<file path="src/rtl/noc_pkg.sv">
// Shared types and width/field helpers for the NoC resource transmitter.
package noc_pkg;

    typedef enum logic [1:0] {
        IDLE  = 2'd0,
        SEND  = 2'd1,
        CHECK = 2'd2
    } tx_state_e;

    localparam int          CNT_W   = 16;
    localparam logic [15:0] CNT_MAX = 16'hFFFF;

    function automatic int rw_f(input int row_n);
        return $clog2(row_n);
    endfunction

    function automatic int cw_f(input int col_n);
        return $clog2(col_n);
    endfunction

    function automatic int pw_f(input int data_w, input int row_n, input int col_n);
        return data_w + rw_f(row_n) + cw_f(col_n);
    endfunction

    // Packet layout is {row, col, data} with the row in the MSBs.
    localparam int DATA_LSB = 0;

    function automatic int col_lsb(input int data_w);
        return data_w;
    endfunction

    function automatic int row_lsb(input int data_w, input int col_n);
        return data_w + cw_f(col_n);
    endfunction

endpackage

</file>
<file path="src/rtl/noc_sync_fifo.sv">
// Synchronous first-word-fall-through FIFO holding queued transmit requests.
module noc_sync_fifo #(
    parameter int WIDTH   = 8,
    parameter int DEPTH_W = 2
) (
    input  logic             clk_i,
    input  logic             rst_i,
    input  logic             push_i,
    input  logic [WIDTH-1:0] wr_data_i,
    input  logic             pop_i,
    output logic [WIDTH-1:0] rd_data_o,
    output logic             full_o,
    output logic             empty_o
);

    localparam int DEPTH = 1 << DEPTH_W;

    logic [WIDTH-1:0]   mem [DEPTH];
    logic [DEPTH_W-1:0] wr_ptr;
    logic [DEPTH_W-1:0] rd_ptr;
    logic [DEPTH_W:0]   count;
    logic               do_push;
    logic               do_pop;

    // A pop frees the slot in the same edge, so a push at full is legal alongside it.
    assign do_pop    = pop_i && !empty_o;
    assign do_push   = push_i && (!full_o || do_pop);
    assign full_o    = (count == (DEPTH_W+1)'(DEPTH));
    assign empty_o   = (count == '0);
    assign rd_data_o = mem[rd_ptr];

    always_ff @(posedge clk_i) begin
        if (rst_i) begin
            wr_ptr <= '0;
            rd_ptr <= '0;
            count  <= '0;
        end else begin
            if (do_push) wr_ptr <= wr_ptr + 1'b1;
            if (do_pop)  rd_ptr <= rd_ptr + 1'b1;
            case ({do_push, do_pop})
                2'b10:   count <= count + 1'b1;
                2'b01:   count <= count - 1'b1;
                default: count <= count;
            endcase
        end
    end

    always_ff @(posedge clk_i) begin
        if (do_push) mem[wr_ptr] <= wr_data_i;
    end

endmodule

</file>
<file path="src/rtl/noc_rsc_tx.sv">
// Core-side transmitter: queues packets for the router local port and resends on overflow.
module noc_rsc_tx
    import noc_pkg::*;
#(
    parameter int   ROW_N        = 3,
    parameter int   COL_M        = 3,
    parameter int   PCKT_DATA_W  = 8,
    parameter int   FIFO_DEPTH_W = 2,
    parameter int   MAX_RETRY    = 3,
    localparam int  RW           = rw_f(ROW_N),
    localparam int  CW           = cw_f(COL_M),
    localparam int  PW           = pw_f(PCKT_DATA_W, ROW_N, COL_M)
) (
    input  logic                   clk_i,
    input  logic                   rst_i,
    input  logic                   req_valid_i,
    output logic                   req_ready_o,
    input  logic [RW-1:0]          req_row_i,
    input  logic [CW-1:0]          req_col_i,
    input  logic [PCKT_DATA_W-1:0] req_data_i,
    output logic [PW-1:0]          pckt_o,
    output logic                   wren_o,
    input  logic                   full_i,
    input  logic                   ovrflw_i,
    output logic                   drop_o,
    output logic                   err_o,
    output logic [CNT_W-1:0]       sent_cnt_o,
    output logic [CNT_W-1:0]       retry_cnt_o,
    output logic                   busy_o
);

    localparam logic [RW:0]  ROW_LIM   = (RW+1)'(ROW_N);
    localparam logic [CW:0]  COL_LIM   = (CW+1)'(COL_M);
    localparam logic [15:0]  RETRY_LIM = 16'(MAX_RETRY);
    localparam int           ROW_LSB   = row_lsb(PCKT_DATA_W, COL_M);
    localparam int           COL_LSB   = col_lsb(PCKT_DATA_W);

    tx_state_e       state_q, state_d;
    logic [PW-1:0]   pckt_in;
    logic [PW-1:0]   fifo_head;
    logic            fifo_full, fifo_empty;
    logic            accept, dest_ok, push;
    logic            load_c, pop_c, sent_c, retry_c, drop_c;
    logic [15:0]     retry_q;

    assign accept      = req_valid_i && req_ready_o;
    assign dest_ok     = ({1'b0, req_row_i} < ROW_LIM) && ({1'b0, req_col_i} < COL_LIM);
    assign push        = accept && dest_ok;
    assign req_ready_o = !fifo_full;
    assign busy_o      = !fifo_empty || (state_q != IDLE);

    always_comb begin
        pckt_in                             = '0;
        pckt_in[ROW_LSB +: RW]              = req_row_i;
        pckt_in[COL_LSB +: CW]              = req_col_i;
        pckt_in[DATA_LSB +: PCKT_DATA_W]    = req_data_i;
    end

    noc_sync_fifo #(
        .WIDTH   (PW),
        .DEPTH_W (FIFO_DEPTH_W)
    ) u_fifo (
        .clk_i     (clk_i),
        .rst_i     (rst_i),
        .push_i    (push),
        .wr_data_i (pckt_in),
        .pop_i     (pop_c),
        .rd_data_o (fifo_head),
        .full_o    (fifo_full),
        .empty_o   (fifo_empty)
    );

    always_ff @(posedge clk_i) begin
        if (rst_i) state_q <= IDLE;
        else       state_q <= state_d;
    end

    always_comb begin
        state_d = state_q;
        case (state_q)
            IDLE:    if (!fifo_empty && !full_i) state_d = SEND;
            SEND:    state_d = CHECK;
            CHECK:   state_d = IDLE;
            default: state_d = IDLE;
        endcase
    end

    // The head stays queued across resends; it only leaves on delivery or drop.
    always_comb begin
        wren_o  = 1'b0;
        load_c  = 1'b0;
        pop_c   = 1'b0;
        sent_c  = 1'b0;
        retry_c = 1'b0;
        drop_c  = 1'b0;
        case (state_q)
            IDLE:  load_c = !fifo_empty && !full_i;
            SEND:  wren_o = 1'b1;
            CHECK: begin
                if (!ovrflw_i) begin
                    pop_c  = 1'b1;
                    sent_c = 1'b1;
                end else if (retry_q != RETRY_LIM) begin
                    retry_c = 1'b1;
                end else begin
                    pop_c  = 1'b1;
                    drop_c = 1'b1;
                end
            end
            default: ;
        endcase
    end

    always_ff @(posedge clk_i) begin
        if (rst_i) begin
            pckt_o      <= '0;
            drop_o      <= 1'b0;
            err_o       <= 1'b0;
            sent_cnt_o  <= '0;
            retry_cnt_o <= '0;
            retry_q     <= '0;
        end else begin
            if (load_c) pckt_o <= fifo_head;
            drop_o <= drop_c;
            err_o  <= accept && !dest_ok;
            if (sent_c && (sent_cnt_o != CNT_MAX))   sent_cnt_o  <= sent_cnt_o + 1'b1;
            if (retry_c && (retry_cnt_o != CNT_MAX)) retry_cnt_o <= retry_cnt_o + 1'b1;
            if (retry_c)    retry_q <= retry_q + 1'b1;
            else if (pop_c) retry_q <= '0;
        end
    end

endmodule

</file>
<file path="config.mk">
export PLATFORM = sky130hd
export DESIGN_NAME = noc_rsc_tx
export DESIGN_NICKNAME = d
export VERILOG_FILES = /design/src/rtl/noc_pkg.sv /design/src/rtl/noc_sync_fifo.sv /design/src/rtl/noc_rsc_tx.sv
export SDC_FILE = /design/constraint.sdc
export NUM_CORES = 1
export LEC_CHECK = 0
export BUFFER_PORTS_ARGS = -buffer_cell sky130_fd_sc_hd__buf_2
export CAP_MARGIN = 20
export CORE_MARGIN = 2
export CORE_UTILIZATION = 54
export CTS_CLUSTER_DIAMETER = 80
export CTS_CLUSTER_SIZE = 25
export DETAILED_ROUTE_END_ITERATION = 6
export GPL_TIMING_DRIVEN = 0
export PLACE_DENSITY = 0.77
export SETUP_SLACK_MARGIN = 0.5
export SLEW_MARGIN = 20
export SYNTH_ARGS = -nofsm -noshare
export SYNTH_HDL_FRONTEND = slang
export SYNTH_SLANG_ARGS = --single-unit
</file>
<file path="constraint.sdc">
create_clock -name clk_i -period 3.2 [get_ports clk_i]
set_clock_uncertainty 0.2 [all_clocks]
set_input_delay 0.32 -clock clk_i [delete_from_list [all_inputs] [get_ports clk_i]]
set_output_delay 0.32 -clock clk_i [all_outputs]
set_load 0.02 [all_outputs]
</file>
## After elaboration in Yosys (flattened, before gate mapping)

Memory sizes are Yosys's and may differ from the RTL's. A register that Yosys moved wholly into a read port is not among the register bits.
Cells that the tools add are included.

- Flip-flop bits (word level): 59
- Memory bits (writable): 48
- Word-level logic and storage cells: 68
- Memories: 1

- $add $sub $neg: 7
- Magnitude comparators: 2
- Eq/ne operators: 9
- Mux-type cells: 17
- Bitwise logic cells: 2
- Reductions and logical operators: 21

Memory list:

| memory | words | width | rd ports | clocked after memory_dff | wr ports | RTL line | text |
|---|---|---|---|---|---|---|---|
| u_fifo.mem | 4 | 12 | 1 | 1 | 1 | noc_sync_fifo.sv:18 | `logic [WIDTH-1:0] mem [DEPTH];` |

Operator list:

| operator | count |
|---|---|
| $add A16 B1 Y16 const B | 3 |
| $mux W16 | 2 |
| $ne A16 B16 Y1 const B | 2 |
| $ne A16 B2 Y1 const B | 1 |
| $mux W1 | 12 |
| $logic_and A1 B1 Y1 | 9 |
| $pmux W3 S2 | 1 |
| $reduce_bool A2 Y1 | 3 |
| $add A2 B1 Y2 const B | 2 |
| $eq A2 B1 Y1 const B | 2 |
| $eq A2 B2 Y1 const B | 2 |
| $logic_not A1 Y1 | 4 |
| $lt A2 B2 Y1 const B | 2 |
| $pmux W2 S2 | 1 |
| $add A3 B1 Y3 const B | 1 |
| $eq A3 B3 Y1 const B | 1 |
| $logic_not A3 Y1 | 1 |
| $reduce_or A3 Y1 | 1 |
| $sub A3 B1 Y3 const B | 1 |
| $logic_not A2 Y1 | 1 |
| $logic_or A1 B1 Y1 | 2 |
| $mux W2 | 1 |
| $ne A2 B2 Y1 const B | 1 |
| $not A1 Y1 | 2 |

## Depth between registers and ports, before layout

Gate-level depths: netlist (run 1).

- Depth in word-level cells: 9
- Depth in mapped cells: 11
- Gate-level depth less buffers: 10

## Hierarchy

Synthesis (run 1) repeated with hierarchy kept, for this count alone.

- Cell total of the unflattened synthesis: 464
- Area total of the unflattened synthesis: 5,171.2 µm²

Modules (own cells, without submodules):

| module | instances | cells an instance | area each (µm²) | seq. area each (µm²) |
|---|---|---|---|---|
| noc_rsc_tx | 1 | 343 | 2,909.0 | 1,281.2 |
| noc_sync_fifo | 1 | 121 | 2,262.2 | 1,621.6 |

## Worst setup path before layout (run 1)

No wires, ideal clock.

- Path type: reg2reg
- Start: reg retry_q[0]
- End: reg u_fifo.count[2]
- Library setup time: 70 ps
- Data arrival time: 2,618 ps
- Slack: 312 ps
- Cell stages (with the launch flop): 12
- Buffers on the path: 1
- Cell sequence: dfxtp_1 > ha_1 > nor4b_2 > nand4_1 > buf_4 > a211oi_4 > ha_1 > inv_1 > fa_1 > xor2_1 > or3_1 > a21oi_1

- Cells in the longest elaborated chain, start to end: 9
- Elaborated cells on any way between the ends: 11
- Those cells by class: 3 x eq/ne; 4 x mux; 4 x reduce/logical

Ends and longest elaborated chain:

| what | RTL line | text |
|---|---|---|
| from (decl) | noc_rsc_tx.sv:44 | `logic [15:0] retry_q;` |
| from (signal assigned) | noc_rsc_tx.sv:128 | `if (retry_c) retry_q <= retry_q + 1'b1;` |
| $ne A16 B2 Y1 * | noc_rsc_tx.sv:103 | `end else if (retry_q != RETRY_LIM) begin` |
| $mux W1 * | noc_rsc_tx.sv:103 |  |
| $mux W1 * | noc_rsc_tx.sv:100 | `if (!ovrflw_i) begin` |
| $mux W1 * | noc_rsc_tx.sv:96 | `case (state_q)` |
| $logic_and A1 B1 Y1 * | noc_sync_fifo.sv:26 | `assign do_pop = pop_i && !empty_o;` |
| net u_fifo.do_pop | noc_sync_fifo.sv:23 | `logic do_pop;` |
| $logic_or A1 B1 Y1 | noc_sync_fifo.sv:27 | `assign do_push = push_i && (!full_o \|\| do_pop);` |
| $logic_and A1 B1 Y1 | noc_sync_fifo.sv:27 |  |
| $eq A2 B1 Y1 / $eq A2 B2 Y1 (equally long branches) | noc_sync_fifo.sv:40 | `case ({do_push, do_pop})` |
| $pmux W3 S2 / $reduce_bool A2 Y1 (equally long branches) | n/a |  |
| to (signal assigned) | noc_sync_fifo.sv:41 | `2'b10: count <= count + 1'b1;` |
| to (signal assigned) | noc_sync_fifo.sv:42 | `2'b01: count <= count - 1'b1;` |
| to (signal assigned) | noc_sync_fifo.sv:43 | `default: count <= count;` |
| to (decl) | noc_sync_fifo.sv:21 | `logic [DEPTH_W:0] count;` |

Mark *: on every way through the listed nets, which the timed path passes. The rest lies on a longest branch.
A chain may end at the register's enable or synchronous reset.

## Worst setup path after layout (run 1)

- Start: reg retry_q[1]
- End: reg u_fifo.count[2]

Same word-level chain as after synthesis.

==> results.py, run 1 <==
metrics = {
    "run_status": {
        "status": "finished clean",
    },
    "sta": {
        "rsz0062_at_grt": "true",
        "fin_worst_hold_slack_ps": 258,
        "fin_crit_ps": 2690,
        "slew_viol_final": 0,
        "max_freq_mhz": 371,
        "setup_viol": 0,
        "slew_headroom": 0.405,
        "post-route-period-util": 0.842,
        "tns_ps": 0,
        "hold_viol": 0,
        "tightest_slew_ps": 885,
    },
    "route": {
        "ant_nets": 0,
        "post_drt_wl_per_cell_um": 16.1,
        "via_per_inst": 5.60,
        "vias": 3895,
        "routed_wl_um": 11200,
        "drcViolationCount": 0,
        "dr.pass1.iters": 5,
        "drt-initial-drc-count": 191,
    },
    "worst_setup_path": {
        "slowest_stage": "dfxtp_2",
        "cp.required_ps": 3430,
        "cp_slowest_stage_delay_ps": 350,
        "worstPathArrival_ps": 2930,
        "end_kind": "flop",
        "path_class": "flop to flop",
        "start_kind": "flop",
        "cp_cell_sequence": "ha_4 -> nor4b_4 -> nand4_1 -> buf_6 -> a211oi_4 -> ha_2 -> inv_1 -> fa_2 -> xor2_1 -> or3_1 -> a21oi_1",
        "worst-path-max-fanout": 2,
    },
    "clock_network": {
        "cts_max_level": 4,
        "clock_latency_ps": 510,
        "cts_sinks": 119,
        "root_buffer": "clkbuf_8",
        "clk_pin_slew_ps": 60,
        "cts_buffers": 17,
        "clock_path_buffers": 2,
        "cts_tree": "done",
    },
    "synth": {
        "synthesis.area_um2": 5050,
        "synth_cells": 454,
        "synth_seq_cells": 119,
        "yosysUniqueCellTypes": 51,
        "syn_nets": 480,
        "synth.area.top_cells": "edfxtp_1, dfxtp_1, mux4_2, xnor2_1, nand2_1",
        "yosys_warnings": 0,
        "avgSynthCellArea_um2": 11.1,
        "synth-async-reset-ratio": 0,
        "synth_flop_cell": "dfxtp_1",
        "synth_top_area_frac": 0.285,
        "synth_edf_count": 48,
        "synth_top_area_cell": "edfxtp_1",
        "yosysSeqAreaShare": 0.566,
    },
    "flow_run": {
        "max_cap_violations": 0,
    },
    "floorplan": {
        "die_area_um2": 10100,
        "core_area_um2": 9150,
        "io_pins": 66,
        "die_h_um": 101,
        "num_rows": 35,
        "start_util": 0.552,
        "die_w_um": 101,
    },
    "cells_and_area": {
        "n_antenna_cell": 0,
        "area_growth_pct": 27.8,
        "layout_common_cells": "buf_2, dfxtp_1, nand2_1, edfxtp_1, nor2_1",
        "drive_above_1_share": 0.265,
        "n_fill_cell": 601,
        "final_common_cell": "buf_2",
        "nets": 598,
    },
    "hold_path": {
        "hold_path_class": "flop to flop",
    },
    "global_routing": {
        "grt-ovfl-total": 0,
        "antenna_found_initial": 0,
        "grt_usage": 0.233,
        "grt_pass1_wl_um": 18200,
        "grt_pass1_vias": 3786,
        "grt_max_degree": 17,
    },
    "place": {
        "gp_congestion": 0.858,
        "dp_hpwl_um": 6990,
        "port_buffers": 65,
    },
    "power_and_ir_drop": {
        "powerDensity_nw_per_um2": 566,
        "ir_drop_mv": 0.435,
        "leakagePower_nw": 2.36,
    },
}
synthesized netlist by cell type (2+ instances only):
master and count:
dfxtp_1 71, inv_1 10, buf_2 5, or2_2 3, nand2_1 48, nor2b_1 7
and2_1 5, xor2_1 11, ha_1 8, and3_1 5, a21oi_1 32, nor3b_1 3
clkbuf_1 11, and4_1 7, mux4_2 12, nand3_1 17, or4_1 7, nand4_1 13
nand2b_1 2, nor3_1 14, o21ai_1 4, nor2_1 43, edfxtp_1 48, o21ai_0 7
o31ai_1 3, nor4_1 8, xnor2_1 21, or3_1 6
repair_timing:
action / 4_1_cts / 5_1_grt
endpoints found under the hold margin: 55 / 0
pin swaps: 3 / 5
cloned: 0 / 1
hold buffers: 16 / 0
endpoints found under the setup margin: 2 / 8
setup buffers: 16 / 1
resized for setup: 1 / 8
cell type report:
type / count / area [um2] / area share
inverters: 10 / 37.5 / 0.00581
repair buffers: 98 / 639 / 0.0990
well taps: 111 / 139 / 0.0215
multi-input cells: 308 / 2110 / 0.327
clock inverters: 14 / 150 / 0.0232
flip-flops and latches: 119 / 2870 / 0.444
plain buffers: 18 / 88.8 / 0.0138
clock buffers: 18 / 428 / 0.0663
stage by stage:
stage / cell area, um2 / cells / setup slack [ps] / util / power [W]
2_1_floorplan: 5080 / 454 / 484 / - / 0.00176
3_3_place_gp: 5540 / 630 / 284 / 0.605 / 0.00181
3_5_place_dp: 5540 / 630 / 237 / 0.605 / 0.00182
4_1_cts: 6410 / 694 / 503 / 0.700 / 0.00366
5_1_grt: 6460 / 696 / 366 / 0.706 / 0.00376
6_report: 6460 / 696 / 506 / 0.706 / 0.00365
logic make-up after synthesis:
group                    synth area share
AO/OA/AOI/OAI                      0.0594
AND/OR/NAND/NOR                     0.215
buffers and inverters              0.0243
flip-flops                          0.566
adder cells (fa/ha/maj)            0.0238
XOR/XNOR                           0.0555
multiplexers                       0.0557
worst paths after layout:
kind                                  from               to  slack [ps]  cells past startpoint
worst max-delay path            retry_q[1]  u_fifo.count[2]         510                     11
worst min-delay path             pckt_o[1]        pckt_o[1]         260                      2
worst max register to register  retry_q[1]  u_fifo.count[2]         510                     11
worst min register to register   pckt_o[1]        pckt_o[1]         260                      2
sequential cells by signal, summed over array words and instances, names as in the netlist:
register,count
state_q,2
retry_cnt_o,16
drop_o,1
u_fifo.rd_ptr,2
err_o,1
pckt_o,12
sent_cnt_o,16
u_fifo.wr_ptr,2
retry_q,16
u_fifo.count,3
u_fifo.mem,48
power by group:
group / internal [W] / total [W] / switching [W] / leakage, nW
Combinational: 0.0000665 / 0.000177 / 0.000111 / 1.07
Sequential: 0.00161 / 0.00163 / 0.0000172 / 1.01
Clock: 0.00113 / 0.00185 / 0.000714 / 0.278
worst max-delay path, delay by kind of cell (launching register included):
kind	cells	cell delay [ps]
AOI/OAI and AO/OA	2	350
adders and majority gates	3	700
and+or+nand+nor	3	640
xor gates and xnor gates	1	160
buffers and inverters	2	220
DFF	1	350
per-layer routing:
layer	up-vias	GRT usage	wire [um]
li1	1883	-	-
met1	1892	0.282	4740
met4	0	0.0917	224
met3	19	0.0555	407
met2	101	0.403	5840
met5	-	0	0
Power figures use the tool's default switching activity.
==> inputs of run 2 (changes only) <==
Settings changed: CORE_UTILIZATION 54 to 52, PLACE_DENSITY 0.77 to 0.78.
Clock period 3.2 ns to 2.2 ns, I/O delays scaled along.
==> run 2 against run 1 <==
Net effect: the flow now finishes with violations (setup timing); via count is 23% higher; largest cell class unchanged; flip-flop and latch count stayed put; critical path type unchanged; worst hold slack worse by 170 ps; cell count is 9.8% higher; first-iteration DRC count is 120% higher; register-to-register slack worse by 1400 ps; highest routed layer unchanged.
==> results.py, run 2 (synthesis gave the netlist of run 1 again) <==
metrics = {
    "worst_setup_path": {
        "r2r-start": "retry_q[6]",
        "reg2reg_slack_ps": -870,
        "worstPathArrival_ps": 3350,
        "cp.required_ps": 2470,
        "rr_worst_depth": 10,
        "path_class": "flop to flop",
        "start_kind": "flop",
        "r2r_end": "u_fifo.count[2]",
        "crit_start": "retry_q[6]",
        "worst-path-max-fanout": 3,
        "end_kind": "flop",
    },
    "hold_path": {
        "hold_path_end": "u_fifo.wr_ptr[1]",
        "hold_depth": 5,
        "hold_path_class": "input port to flop",
        "min_from": "req_valid_i",
    },
    "place": {
        "dp_hpwl_um": 7450,
        "dp_slack_ps": -719,
        "gp_congestion": 0.824,
        "port_buffers": 65,
        "post-place-cells": 648,
    },
    "cells_and_area": {
        "nets": 648,
        "top_register": "u_fifo.mem",
        "n_antenna_cell": 0,
        "largest_reg_flops": 48,
        "final_cell_count_no_fill": 764,
        "seqCellArea_um2": 2960,
        "layout_common_cells": "buf_2, edfxtp_1, nor2_1",
        "final_common_cell": "buf_2",
        "drive_above_1_share": 0.485,
        "area_growth_pct": 50.6,
        "multi_input_area_um2": 2630,
        "n_fill_cell": 442,
    },
    "route": {
        "dr.pass1.iters": 6,
        "ant_nets": 0,
        "drt-initial-drc-count": 417,
        "vias": 4778,
        "drcViolationCount": 0,
        "post_drt_wl_per_cell_um": 23.7,
        "via_per_inst": 6.25,
        "routed_wl_um": 18100,
    },
    "sta": {
        "slew_viol_final": 0,
        "slew_headroom": 0.599,
        "hold_viol": 0,
        "fin_crit_ps": 3070,
        "max_freq_mhz": 325,
        "tightest_slew_ps": 602,
        "tns_ps": -10750,
        "post-route-period-util": 1.40,
        "setup_ws_ps": -873,
        "fin_worst_hold_slack_ps": 87.0,
        "setup_viol": 36,
        "rsz0062_at_grt": "true",
    },
    "clock_network": {
        "cts_sinks": 119,
        "cts_tree": "done",
        "clk_pin_slew_ps": 70,
        "cts_max_level": 4,
        "root_buffer": "clkbuf_8",
        "clock_path_buffers": 2,
        "clock_latency_ps": 540,
        "cts_buffers": 17,
    },
    "power_and_ir_drop": {
        "pwr-share-clk": 0.500,
        "seqPwrFrac": 0.431,
        "powerDensity_nw_per_um2": 719,
        "ir_drop_mv": 0.735,
        "p_sw_frac": 0.264,
        "internal_power_w": 0.00402,
        "switching_power_w": 0.00145,
        "comb_power_share": 0.069,
        "leakagePower_nw": 2.79,
    },
    "floorplan": {
        "die_area_um2": 10500,
        "die_h_um": 103,
        "core_area_um2": 9330,
        "die_w_um": 103,
        "num_rows": 35,
        "start_util": 0.542,
        "io_pins": 66,
    },
    "global_routing": {
        "grt-ovfl-total": 0,
        "grt_pass1_wl_um": 22800,
        "grt_pass1_vias": 4386,
        "grt_usage": 0.292,
        "antenna_found_initial": 0,
        "grt_max_degree": 17,
    },
    "run_status": {
        "violations": "setup timing",
        "status": "complete, but fails checks",
    },
    "flow_run": {
        "max_cap_violations": 0,
    },
}
-- run 2: changes by cell type in the layout (fill, tap and decap cells not counted), sizes merged --
| cell | before | now |
|---|---|---|
| inv | 13 | 19 |
| buf | 89 | 134 |
| dlygate4sd3 | 16 | 18 |
| nand4 | 15 | 16 |
| clkinvlp | 3 | 2 |
| and2 | 6 | 10 |
| clkinv | 6 | 3 |
| clkbuf | 29 | 26 |
| bufinv | 2 | 1 |
-- run 2: critical path, stage by stage (launching register included) --
cell and delay [ps]:
dfxtp_1 360, nor4_2 360, nand4_1 270, buf_6 220, a211oi_4 390, ha_4 210, inv_2 40, fa_2 330
xor2_1 160, or3_1 330, a21oi_2 140
-- run 2: power groups by stage --
stage | Combinational (W) | Sequential (W) | Clock (W)
5_1_grt | 0.000395 | 0.00236 | 0.00285
4_1_cts | 0.000302 | 0.00235 | 0.00267
6_report | 0.000378 | 0.00236 | 0.00273
2_1_floorplan | 0.000134 | 0.00241 | 0
3_5_place_dp | 0.000239 | 0.00240 | 0
3_3_place_gp | 0.000229 | 0.00240 | 0
-- run 2: worst max path at each step --
| stage | end | cells past startpoint |
|---|---|---|
| finish | u_fifo.count[2] | 10 |
| floorplan | u_fifo.count[2] | 11 |
| detailed placement | u_fifo.count[2] | 11 |
| global placement | u_fifo.count[2] | 11 |
| global route | u_fifo.count[2] | 11 |
| CTS | u_fifo.count[2] | 11 |
-- run 2: per-layer routing --
layer	up-vias	wire, um	track usage
met3	108	1320	0.0753
met2	328	9020	0.487
li1	2009	-	-
met5	-	0	0
met4	0	1270	0.155
met1	2333	6500	0.348
-- run 2: repair_timing --
action                     in CTS  in global routing
gates cloned                    8                  0
setup buffers                  39                 19
pin swaps                      33                 37
resized for setup              74                 79
hold endpoints to repair       56                 13
hold buffers                   17                  1
setup endpoints to repair     116                119
-- run 2: cell type report --
cell class                 count  share of cell area
buffer                        18              0.0204
clock buffer                  17              0.0544
clock inverter                15              0.0204
inverter                      10             0.00493
multi-input combinational    313               0.345
sequential                   119               0.388
tap                          129              0.0212
timing repair buffer         143               0.145
-- run 2: metrics by stage --
| stage | utilization | total power (W) | instance area [um2] |
|---|---|---|---|
| after floorplan | - | 0.00254 | 5300 |
| after global placement | 0.621 | 0.00262 | 5790 |
| after detailed placement | 0.621 | 0.00264 | 5790 |
| after CTS | 0.770 | 0.00532 | 7190 |
| after global routing | 0.816 | 0.00561 | 7610 |
| final | 0.816 | 0.00547 | 7610 |
==> inputs of run 3 (changes only) <==
Settings changed: ABC_AREA set to 1, CORE_UTILIZATION 52 to 23, PLACE_DENSITY 0.78 to 0.42.
==> run 3 against run 2 <==
Net effect: the run ends with hold timing left; flip-flop and latch count stayed put; cell count is 50% higher; sequential power hardly changed; cell area is 7.1% higher; clock power is 2% higher; synthesized area is 8.8% higher; routed wire length is 13% lower; combinational power is 5.3% higher; clock-buffer cell count stayed put; critical path type unchanged.
==> results.py, run 3 <==
metrics = {
    "run_status": {
        "status": "complete, but fails checks",
        "violations": "hold timing",
    },
    "sta": {
        "fin_worst_hold_slack_ps": -131,
        "slew_viol_final": 0,
        "fin_crit_ps": 2160,
        "rsz0062_at_grt": "true",
        "slew_headroom": 0.496,
        "max_freq_mhz": 463,
        "hold_viol": 1,
        "tightest_slew_ps": 756,
        "setup_viol": 0,
        "post-route-period-util": 0.981,
    },
    "route": {
        "ant_nets": 0,
        "vias": 4912,
        "drcViolationCount": 0,
        "via_per_inst": 4.28,
        "routed_wl_um": 15700,
        "dr.pass1.iters": 5,
        "drt-initial-drc-count": 231,
        "post_drt_wl_per_cell_um": 13.7,
    },
    "cells_and_area": {
        "final_common_cell": "nor2_1",
        "area_growth_pct": 48.2,
        "top_register": "u_fifo.mem",
        "final_cell_count_no_fill": 1149,
        "drive_above_1_share": 0.382,
        "largest_reg_flops": 48,
        "nets": 843,
        "n_fill_cell": 2454,
        "n_antenna_cell": 0,
        "layout_common_cells": "nor2_1, nand2_1, buf_2",
    },
    "global_routing": {
        "grt_usage": 0.126,
        "antenna_found_initial": 0,
        "grt_max_degree": 17,
        "grt_pass1_wl_um": 24100,
        "grt-ovfl-total": 0,
        "grt_pass1_vias": 4544,
    },
    "power_and_ir_drop": {
        "pwr-share-clk": 0.502,
        "switching_power_w": 0.00136,
        "ir_drop_mv": 0.490,
        "internal_power_w": 0.00419,
        "p_sw_frac": 0.245,
        "powerDensity_nw_per_um2": 681,
        "leakagePower_nw": 3.14,
        "comb_power_share": 0.072,
        "seqPwrFrac": 0.426,
        "p_total_w": 0.00555,
    },
    "worst_setup_path": {
        "worst-path-max-fanout": 5,
        "path_class": "flop to flop",
        "cp.required_ps": 2280,
        "cp_cell_sequence": "nor2_2 -> nand2_2 -> nor2_2 -> nand2_2 -> nand2_4 -> nand3_4 -> inv_2 -> ha_4 -> inv_2 -> fa_2 -> nor2_1 -> a21oi_1 -> nor2_1",
        "end_kind": "flop",
        "path_buf_inv": 2,
        "slowest_stage": "fa_2",
        "cp_slowest_stage_delay_ps": 510,
        "worstPathArrival_ps": 2230,
        "start_kind": "flop",
        "path_delay_family": "simple AND/OR/NAND/NOR gates",
    },
    "place": {
        "gp_congestion": 0.764,
        "post-place-cells": 1048,
        "port_buffers": 65,
        "dp_hpwl_um": 9930,
    },
    "synth": {
        "avgSynthCellArea_um2": 8.28,
        "synth_cells": 664,
        "synth_top_area_cell": "edfxtp_1",
        "synth_edf_count": 48,
        "ys_top_cells_by_count": "nand2_1, nor2_1, dfxtp_1",
        "synthesis.area_um2": 5500,
        "yosysSeqAreaShare": 0.520,
        "synth_flop_cell": "dfxtp_1",
        "synth_top_area_frac": 0.262,
        "syn_nets": 690,
        "yosysUniqueCellTypes": 37,
        "synth_seq_cells": 119,
        "yosysMostFrequentCell": "nand2_1",
        "synth-async-reset-ratio": 0,
        "synth.area.top_cells": "edfxtp_1, dfxtp_1, nand2_1, nor2_1, o21ai_0",
        "yosys_warnings": 0,
    },
    "floorplan": {
        "num_rows": 56,
        "io_pins": 66,
        "die_area_um2": 25200,
        "die_h_um": 159,
        "die_w_um": 159,
        "start_util": 0.234,
        "core_area_um2": 23500,
    },
    "clock_network": {
        "ctsHoldBuffers": 15,
        "clock_latency_ps": 420,
        "cts_tree": "done",
        "clk_pin_slew_ps": 60,
        "root_buffer": "clkbuf_16",
        "clock_path_buffers": 2,
        "cts_sinks": 119,
        "cts_buffers": 17,
        "cts_max_level": 4,
    },
    "flow_run": {
        "max_cap_violations": 0,
    },
    "hold_path": {
        "hold_path_class": "input port to flop",
    },
}
[run 3: worst paths after layout]
kind / depth (start not counted) / endpoint / startpoint / slack (ps)
worst max-delay path: 13 / u_fifo.count[1] / retry_q[9] / 40
worst max register to register: 13 / u_fifo.count[1] / retry_q[9] / 40
worst min-delay path: 2 / drop_o / rst_i / -130
worst min register to register: 2 / retry_cnt_o[10] / retry_cnt_o[10] / 290
[run 3: per-layer routing]
layer	track usage	part of all wire
met1	0.161	0.46
met4	0.0442	0.015
met2	0.207	0.49
met3	0.0318	0.034
met5	0	0
[run 3: cell families after synthesis]
kind of cell | after synthesis | share of synthesized area
and+or+nand+nor | 335 | 0.263
DFF | 119 | 0.520
AOI/OAI and AO/OA | 103 | 0.103
buffers and inverters | 78 | 0.0596
xor gates and xnor gates | 20 | 0.0318
adders and majority gates | 9 | 0.0218
[run 3: stage by stage]
stage | cell area (um2) | hold slack, ps | setup TNS, ps | setup WS [ps] | utilization
2_1_floorplan | 5610 | 98.5 | 0 | 37.0 | -
6_report | 8150 | -131 | 0 | 41.8 | 0.347
4_1_cts | 7560 | -154 | 0 | 9.71 | 0.322
5_1_grt | 8150 | -127 | -126 | -69.7 | 0.347
3_3_place_gp | 6330 | 222 | -16570 | -500 | 0.270
3_5_place_dp | 6340 | 227 | -3030 | -152 | 0.270
[run 3: final cells by class]
cell class | instances | area [um2] | area share
Multi-Input combinational cell | 467 | 2730 | 0.335
Buffer | 19 | 146 | 0.0180
Clock inverter | 15 | 164 | 0.0201
Timing Repair Buffer | 134 | 1110 | 0.136
Sequential cell | 119 | 2940 | 0.361
Clock buffer | 17 | 425 | 0.0522
Tap cell | 319 | 399 | 0.0490
Inverter | 59 | 235 | 0.0289
[run 3: power by group through the flow]
stage	logic, W	registers, W	clock network [W]
after floorplan	0.000138	0.00244	0
after global placement	0.000278	0.00242	0
after detailed placement	0.000278	0.00242	0
after CTS	0.000352	0.00237	0.00287
after global routing	0.000438	0.00237	0.00297
final	0.000398	0.00236	0.00279
[run 3: worst reg2reg max path: cells and delay by family, from the launching register on]
kind	cells	cell delay, ps
adders and majority gates	2	630
AOI/OAI and AO/OA	1	100
buffers and inverters	2	120
and+or+nand+nor	8	640
DFF	1	340
[run 3: repair_timing]
action | in CTS | in global routing
gates cloned | 3 | 4
endpoints found under the hold margin | 51 | 1
resized for setup | 45 | 128
endpoints found under the setup margin | 101 | 109
pin swaps | 19 | 38
setup buffers | 29 | 18
